## config.mk

```make
export PLATFORM = sky130hd
export DESIGN_NAME = mmio_uart_tx_flat
export DESIGN_NICKNAME = d
export VERILOG_FILES = /design/src/rtl/mmio_uart_tx_pkg.sv /design/src/rtl/mmio_uart_tx_if.sv /design/src/rtl/mmio_uart_tx_sync_fifo.sv /design/src/rtl/mmio_uart_tx.sv /design/src/flat_wrapper.sv
export SDC_FILE = /design/constraint.sdc
export NUM_CORES = 1
export LEC_CHECK = 0
export CAP_MARGIN = 15
export CORE_ASPECT_RATIO = 1.1
export CORE_UTILIZATION = 51
export CTS_BUF_LIST = sky130_fd_sc_hd__clkbuf_8
export DETAILED_ROUTE_END_ITERATION = 8
export PLACE_DENSITY = 0.87
export SLEW_MARGIN = 5
export SYNTH_ARGS = -nofsm -noshare
export SYNTH_HDL_FRONTEND = slang
export SYNTH_SLANG_ARGS = --single-unit
```

## constraint.sdc

```tcl
create_clock -name clk -period 6.6 [get_ports clk]
set_input_delay 1.32 -clock clk [delete_from_list [all_inputs] [get_ports clk]]
set_output_delay 1.32 -clock clk [all_outputs]
set_load 0.005 [all_outputs]
```

## src/rtl/mmio_uart_tx_pkg.sv

```systemverilog
// Shared definitions for the memory-mapped UART transmitter: address map,
// STATUS layout and serializer state encodings.
package mmio_uart_tx_pkg;

  localparam logic [31:0] BASE_ADDR_DEFAULT = 32'hFFFF_0000;

  // Register select is DataAdr[2] inside the 8-byte window.
  localparam logic REG_TXDATA = 1'b0;
  localparam logic REG_STATUS = 1'b1;

  // STATUS[3:0]; the field order gives the bit positions.
  typedef struct packed {
    logic overflow;
    logic fifo_empty;
    logic fifo_full;
    logic busy;
  } status_t;

  typedef enum logic [1:0] {
    ST_IDLE  = 2'd0,
    ST_START = 2'd1,
    ST_DATA  = 2'd2,
    ST_STOP  = 2'd3
  } tx_state_e;

endpackage

```

## src/rtl/mmio_uart_tx_if.sv

```systemverilog
// Processor data-bus slice seen by the UART: store strobe, address, data, load return.
interface mmio_uart_tx_if;
  logic        MemWrite;
  logic [31:0] DataAdr;
  logic [31:0] WriteData;
  logic [31:0] ReadData;
  logic        sel;

  modport master (output MemWrite, DataAdr, WriteData, input ReadData, sel);
  modport slave  (input MemWrite, DataAdr, WriteData, output ReadData, sel);
endinterface

```

## src/rtl/mmio_uart_tx_sync_fifo.sv

```systemverilog
// Single-clock FIFO with extra-MSB pointers; a pop lets a push into a full FIFO proceed.
module sync_fifo #(
  parameter int WIDTH = 8,
  parameter int DEPTH = 4
) (
  input  logic             clk,
  input  logic             reset,
  input  logic             push_i,
  input  logic             pop_i,
  input  logic [WIDTH-1:0] din_i,
  output logic [WIDTH-1:0] dout_o,
  output logic             full_o,
  output logic             empty_o
);
  localparam int AW = $clog2(DEPTH);

  logic [AW:0]      wr_ptr_q, rd_ptr_q;
  logic [WIDTH-1:0] mem_q [DEPTH];
  logic             do_push, do_pop;

  assign empty_o = (wr_ptr_q == rd_ptr_q);
  assign full_o  = (wr_ptr_q[AW] != rd_ptr_q[AW]) && (wr_ptr_q[AW-1:0] == rd_ptr_q[AW-1:0]);
  assign do_pop  = pop_i && !empty_o;
  assign do_push = push_i && (!full_o || do_pop);
  assign dout_o  = mem_q[rd_ptr_q[AW-1:0]];

  // NOTE: state registers use non-blocking assignments so every flop samples pre-edge values.
  always_ff @(posedge clk or negedge reset) begin
    if (!reset) begin
      wr_ptr_q <= '0;
      rd_ptr_q <= '0;
    end else begin
      if (do_push) wr_ptr_q <= wr_ptr_q + (AW+1)'(1);
      if (do_pop)  rd_ptr_q <= rd_ptr_q + (AW+1)'(1);
    end
  end

  // NOTE: storage has no reset; the pointers alone define which entries are valid.
  always_ff @(posedge clk) begin
    if (do_push) mem_q[wr_ptr_q[AW-1:0]] <= din_i;
  end

endmodule

```

## src/rtl/mmio_uart_tx.sv

```systemverilog
// Memory-mapped 8N1 UART transmitter: TXDATA stores feed a FIFO drained by a
// START/DATA/STOP serializer; STATUS reports overflow, FIFO state and busy.
module mmio_uart_tx
  import mmio_uart_tx_pkg::*;
#(
  parameter logic [31:0] BASE_ADDR    = BASE_ADDR_DEFAULT,
  parameter int          CLKS_PER_BIT = 16,
  parameter int          FIFO_DEPTH   = 4
) (
  input  logic           clk,
  input  logic           reset,
  mmio_uart_tx_if.slave  bus,
  output logic           tx,
  output logic           irq
);
  localparam int             BW        = $clog2(CLKS_PER_BIT);
  localparam logic [BW-1:0]  BAUD_LAST = BW'(CLKS_PER_BIT - 1);

  tx_state_e     state_q, state_d;
  logic [BW-1:0] baud_q, baud_d;
  logic [2:0]    bit_q, bit_d;
  logic [7:0]    shift_q, shift_d;
  logic          tx_q, tx_d;
  logic          ovf_q, ovf_d;

  logic          push_req, clr_req, fifo_pop, fifo_full, fifo_empty, baud_last, busy;
  logic [7:0]    fifo_dout;
  status_t       status;
  logic          unused_bits;

  assign bus.sel     = (bus.DataAdr[31:3] == BASE_ADDR[31:3]);
  assign push_req    = bus.MemWrite && bus.sel && (bus.DataAdr[2] == REG_TXDATA);
  assign clr_req     = bus.MemWrite && bus.sel && (bus.DataAdr[2] == REG_STATUS) && bus.WriteData[3];
  assign unused_bits = ^{bus.WriteData[31:8], bus.DataAdr[1:0]};

  sync_fifo #(.WIDTH(8), .DEPTH(FIFO_DEPTH)) u_fifo (
    .clk     (clk),
    .reset   (reset),
    .push_i  (push_req),
    .pop_i   (fifo_pop),
    .din_i   (bus.WriteData[7:0]),
    .dout_o  (fifo_dout),
    .full_o  (fifo_full),
    .empty_o (fifo_empty)
  );

  assign busy         = (state_q != ST_IDLE);
  assign status       = {ovf_q, fifo_empty, fifo_full, busy};
  assign bus.ReadData = (bus.sel && (bus.DataAdr[2] == REG_STATUS)) ? {28'b0, status} : 32'b0;
  assign irq          = fifo_empty && !busy;
  assign tx           = tx_q;
  assign baud_last    = (baud_q == BAUD_LAST);

  // A same-cycle set beats the clear; a pop frees the slot so a push into full is not lost.
  always_comb begin
    ovf_d = ovf_q;
    if (clr_req) ovf_d = 1'b0;
    if (push_req && fifo_full && !fifo_pop) ovf_d = 1'b1;
  end

  // NOTE: every output of this block gets a default first so no latch can be inferred.
  always_comb begin
    state_d  = state_q;
    baud_d   = baud_q;
    bit_d    = bit_q;
    shift_d  = shift_q;
    tx_d     = tx_q;
    fifo_pop = 1'b0;
    case (state_q)
      ST_IDLE: begin
        tx_d = 1'b1;
        if (!fifo_empty) begin
          fifo_pop = 1'b1;
          shift_d  = fifo_dout;
          baud_d   = '0;
          tx_d     = 1'b0;
          state_d  = ST_START;
        end
      end
      ST_START: begin
        baud_d = baud_q + BW'(1);
        if (baud_last) begin
          baud_d  = '0;
          bit_d   = '0;
          tx_d    = shift_q[0];
          shift_d = {1'b0, shift_q[7:1]};
          state_d = ST_DATA;
        end
      end
      ST_DATA: begin
        baud_d = baud_q + BW'(1);
        if (baud_last) begin
          baud_d = '0;
          if (bit_q == 3'd7) begin
            tx_d    = 1'b1;
            state_d = ST_STOP;
          end else begin
            bit_d   = bit_q + 3'd1;
            tx_d    = shift_q[0];
            shift_d = {1'b0, shift_q[7:1]};
          end
        end
      end
      ST_STOP: begin
        baud_d = baud_q + BW'(1);
        if (baud_last) begin
          baud_d = '0;
          // Chain straight into the next frame so back-to-back bytes have no idle gap.
          if (!fifo_empty) begin
            fifo_pop = 1'b1;
            shift_d  = fifo_dout;
            tx_d     = 1'b0;
            state_d  = ST_START;
          end else begin
            tx_d    = 1'b1;
            state_d = ST_IDLE;
          end
        end
      end
      default: state_d = ST_IDLE;
    endcase
  end

  always_ff @(posedge clk or negedge reset) begin
    if (!reset) begin
      state_q <= ST_IDLE;
      baud_q  <= '0;
      bit_q   <= '0;
      shift_q <= '0;
      tx_q    <= 1'b1;
      ovf_q   <= 1'b0;
    end else begin
      state_q <= state_d;
      baud_q  <= baud_d;
      bit_q   <= bit_d;
      shift_q <= shift_d;
      tx_q    <= tx_d;
      ovf_q   <= ovf_d;
    end
  end

endmodule

```

## src/flat_wrapper.sv

```systemverilog
// flat-port wrapper written by rule: the top's interface ports become plain ports
module mmio_uart_tx_flat import mmio_uart_tx_pkg::*;
#(
  parameter logic [31:0] BASE_ADDR    = BASE_ADDR_DEFAULT,
  parameter int          CLKS_PER_BIT = 16,
  parameter int          FIFO_DEPTH   = 4
)
  (clk, reset, tx, irq, bus_MemWrite, bus_DataAdr, bus_WriteData, bus_ReadData, bus_sel);
  mmio_uart_tx_if bus_i ();
  input  logic clk;
  input  logic reset;
  output logic tx;
  output logic irq;
  input wire logic [$bits(bus_i.MemWrite)-1:0] bus_MemWrite;
  input wire logic [$bits(bus_i.DataAdr)-1:0] bus_DataAdr;
  input wire logic [$bits(bus_i.WriteData)-1:0] bus_WriteData;
  output wire logic [$bits(bus_i.ReadData)-1:0] bus_ReadData;
  output wire logic [$bits(bus_i.sel)-1:0] bus_sel;
  assign bus_i.MemWrite = bus_MemWrite;
  assign bus_i.DataAdr = bus_DataAdr;
  assign bus_i.WriteData = bus_WriteData;
  assign bus_ReadData = bus_i.ReadData;
  assign bus_sel = bus_i.sel;
  mmio_uart_tx #(.BASE_ADDR(BASE_ADDR), .CLKS_PER_BIT(CLKS_PER_BIT), .FIFO_DEPTH(FIFO_DEPTH)) u_core (.clk(clk), .reset(reset), .bus(bus_i), .tx(tx), .irq(irq));
endmodule
```

==> run_results.csv <==
group,metric,value,unit
status,status,"completed",
yosys,synth_warnings,0,
setup_path,crit_buf_inv,2,
yosys,synth-main-ff-cell,"edfxtp_1",
placement,hpwl,4156,um
timing,period_share,0.7140,
clocking,h-tree-depth,3,
finish,final_cell_mix,"47 x clkdlybuf4s50_1, 32 x edfxtp_1, 28 x conb_1",
die,core,5842,sq um
global_routing,grt-busiest-layer,"met2",
finish,area_delta_synth_final,20.84,%
global_routing,grt_max_degree,26,
setup_path,path_max_fanout,4,
hold_path,min_from,"u_core.shift_q[2]",
clocking,postCtsHoldBufs,0,
pwr,power.density,239.3,nW/um^2
yosys,avgSynthCellArea,13.48,sq um
placement,gp_congestion,0.7818,
pwr,leakage,1.483,nW
setup_path,crit_type,"input pin to output pin",
finish,antenna_cells,0,
timing,skew,7.513,ps
die,die_y,84.14,um
clocking,numCtsBuffers,9,
clocking,clockBufferDepth,2,
global_routing,grt_pass1_vias,2027,
die,io_pins,102,
hold_path,hold_path_end,"u_core.shift_q[2]",
setup_path,worst-r2r-cell-count,6,
detailed_routing,first_pass_iters,4,
global_routing,grtUsageMet1,0.2314,
timing,tns,0,ps
clocking,cts_resized,0,
pwr,ir_drop,0.0002100,V
timing,slew_viol_final,0,
setup_path,cp-start-kind,"input pin",
pwr,power,0.0009046,W
global_routing,grt_pass1_wl,9756,um
detailed_routing,via_count,1958,
timing,setup_viol,0,
setup_path,worstPathArrival,3390,ps
setup_path,slowest_stage,"clkdlybuf4s50_1",
die,fp.dieW,76.67,um
die,rows,29,
setup_path,end_kind,"output pin",
yosys,synth-seq-cells,57,
detailed_routing,wirelength,5709,um
placement,numPlacedInstances,354,
timing,grt_setup_unrepaired,"false",
setup_path,reg2reg_from,"u_core.state_q[1]",
yosys,syn_inst,232,
detailed_routing,drtAntennaViolNets,0,
yosys,synth-edff-count,32,
setup_path,timing.critical_path.mode_cell,"clkdlybuf4s50_1",
clocking,cts_tree,"built",
setup_path,r2r_slack,4190,ps
die,die_area,6451,sq um
run,max_cap_viol_count,0,
setup_path,crit_chain,"clkdlybuf4s50_1 > nor4_1 > and4_1 > nand3_1 > nor2_1 > clkdlybuf4s50_1",
clocking,clk_pin_slew,70,ps
global_routing,globalRoute.totalOverflow,0,
setup_path,critPathTopFamily,"simple AND/OR/NAND/NOR gates",
global_routing,antenna_found_initial,0,
finish,final_common_cell,"clkdlybuf4s50_1",
yosys,seq_area_frac_synth,0.5076,
die,initial_core_util,0.5354,
timing,hold_ws,506.8,ps
detailed_routing,drt_iter0_drc,68,
timing,min_period,4712,ps
setup_path,worstPathRequired,5280,ps
global_routing,met3_usage,0.04891,
yosys,ys_types,53,
detailed_routing,drc_errors,0,
finish,drive_gt1_frac,0.2048,
yosys,ys_async_sr_fraction,0.4386,
timing,fmax,212.2,MHz
timing,worst_pin_slew,755.1,ps
finish,nets,368,
clocking,clk_latency,340,ps
setup_path,critPathMaxStageDelay,510,ps
setup_path,rr_endpoint,"u_core.u_fifo.mem_q[2][4]",
detailed_routing,viasPerCell,5.292,
global_routing,use_met2,0.3369,
detailed_routing,wl_per_cell,15.43,um
clocking,post-cts-setup-buffer-count,0,
finish,instances_no_fill,370,
hold_path,hold_depth,1,
clocking,clock_sinks,57,
clocking,root_buffer,"clkbuf_8",
yosys,netlist_area,3128,sq um
global_routing,track_usage,0.2008,
placement,numPortBuffers,47,
timing,slew_headroom,0.4966,
hold_path,hp-class,"flip-flop to flip-flop",
timing,hold_viol_final,0,
[report_power, final]
part | total, W | switching [W] | internal, W | leakage (nW)
combinational | 0.000146 | 0.0000514 | 0.0000947 | 0.789
sequential | 0.000431 | 0.0000205 | 0.000410 | 0.602
clock | 0.000328 | 0.000151 | 0.000177 | 0.0925
[worst max path at each step]
stage	to	slack [ps]	depth (start not counted)	start
finish	bus_ReadData[1]	1890	6	bus_DataAdr[11]
global route	bus_ReadData[3]	1710	6	bus_DataAdr[11]
CTS	bus_ReadData[1]	1880	6	bus_DataAdr[11]
detailed placement	bus_ReadData[1]	1880	6	bus_DataAdr[11]
global placement	bus_ReadData[1]	1970	6	bus_DataAdr[23]
floorplan	bus_ReadData[1]	3040	4	bus_DataAdr[11]
[logic make-up after synthesis]
| logic type | after synthesis | share of synthesized area |
|---|---|---|
| adders and majority gates | 13 | 0.05200 |
| other | 1 | 0.001199 |
| buffers and inverters | 46 | 0.09640 |
| AOI/OAI and AO/OA | 27 | 0.06481 |
| DFF | 57 | 0.5076 |
| xor gates and xnor gates | 7 | 0.03400 |
| and+or+nand+nor | 53 | 0.1036 |
| muxes | 28 | 0.1404 |
[registers in the layout, indices dropped and copies added, names as in the netlist]
register	flops
u_core.u_fifo.wr_ptr_q	3
u_core.u_fifo.rd_ptr_q	3
u_core.tx	1
u_core.bit_q	3
u_core.ovf_q	1
u_core.shift_q	8
u_core.u_fifo.mem_q	32
u_core.state_q	2
u_core.baud_q	4
[layout make-up]
type	instances	area, sq um
Fill cell	417	2062
Clock buffer	9	123.9
Tap cell	77	96.34
Multi-Input combinational cell	156	1340
Clock inverter	7	78.83
Timing Repair Buffer	52	508.0
Inverter	12	45.04
Sequential cell	57	1588
[cells in the mapped netlist (2+ instances only)]
cell / instances / area [sq um]
a21oi_1: 2 / 10.01
a22o_1: 2 / 17.52
a41oi_1: 2 / 17.52
and3_1: 2 / 12.51
buf_4: 30 / 225.2
buf_6: 2 / 22.52
dfrtp_1: 24 / 600.6
edfxtp_1: 32 / 960.9
ha_1: 13 / 162.7
inv_1: 11 / 41.29
mux2_2: 11 / 123.9
mux2_4: 9 / 135.1
mux4_2: 8 / 180.2
nand2_1: 3 / 11.26
nand3_1: 8 / 40.04
nand4_1: 6 / 37.54
nor2_1: 10 / 37.54
nor3_1: 6 / 30.03
nor3b_1: 2 / 15.01
nor4_1: 4 / 25.02
o21ai_0: 9 / 45.04
o22a_1: 2 / 17.52
xnor2_1: 3 / 26.28
xnor2_4: 2 / 55.05
[routing by layer]
layer / share of wire / routed length [um]
met3: 0.037 / 210
met1: 0.41 / 2349
met4: 0.026 / 146
met2: 0.53 / 3003
met5: 0 / 0
[through the flow]
| step | worst slack (ps) | cell area (sq um) | util |
|---|---|---|---|
| finish | 1888 | 3780 | 0.6470 |
| floorplan | 3038 | 3229 | - |
| global route | 1706 | 3780 | 0.6470 |
| CTS | 1877 | 3780 | 0.6470 |
| detailed placement | 1884 | 3577 | 0.6123 |
| global placement | 1967 | 3577 | 0.6123 |
No activity file was read; power rests on OpenSTA's default activity.
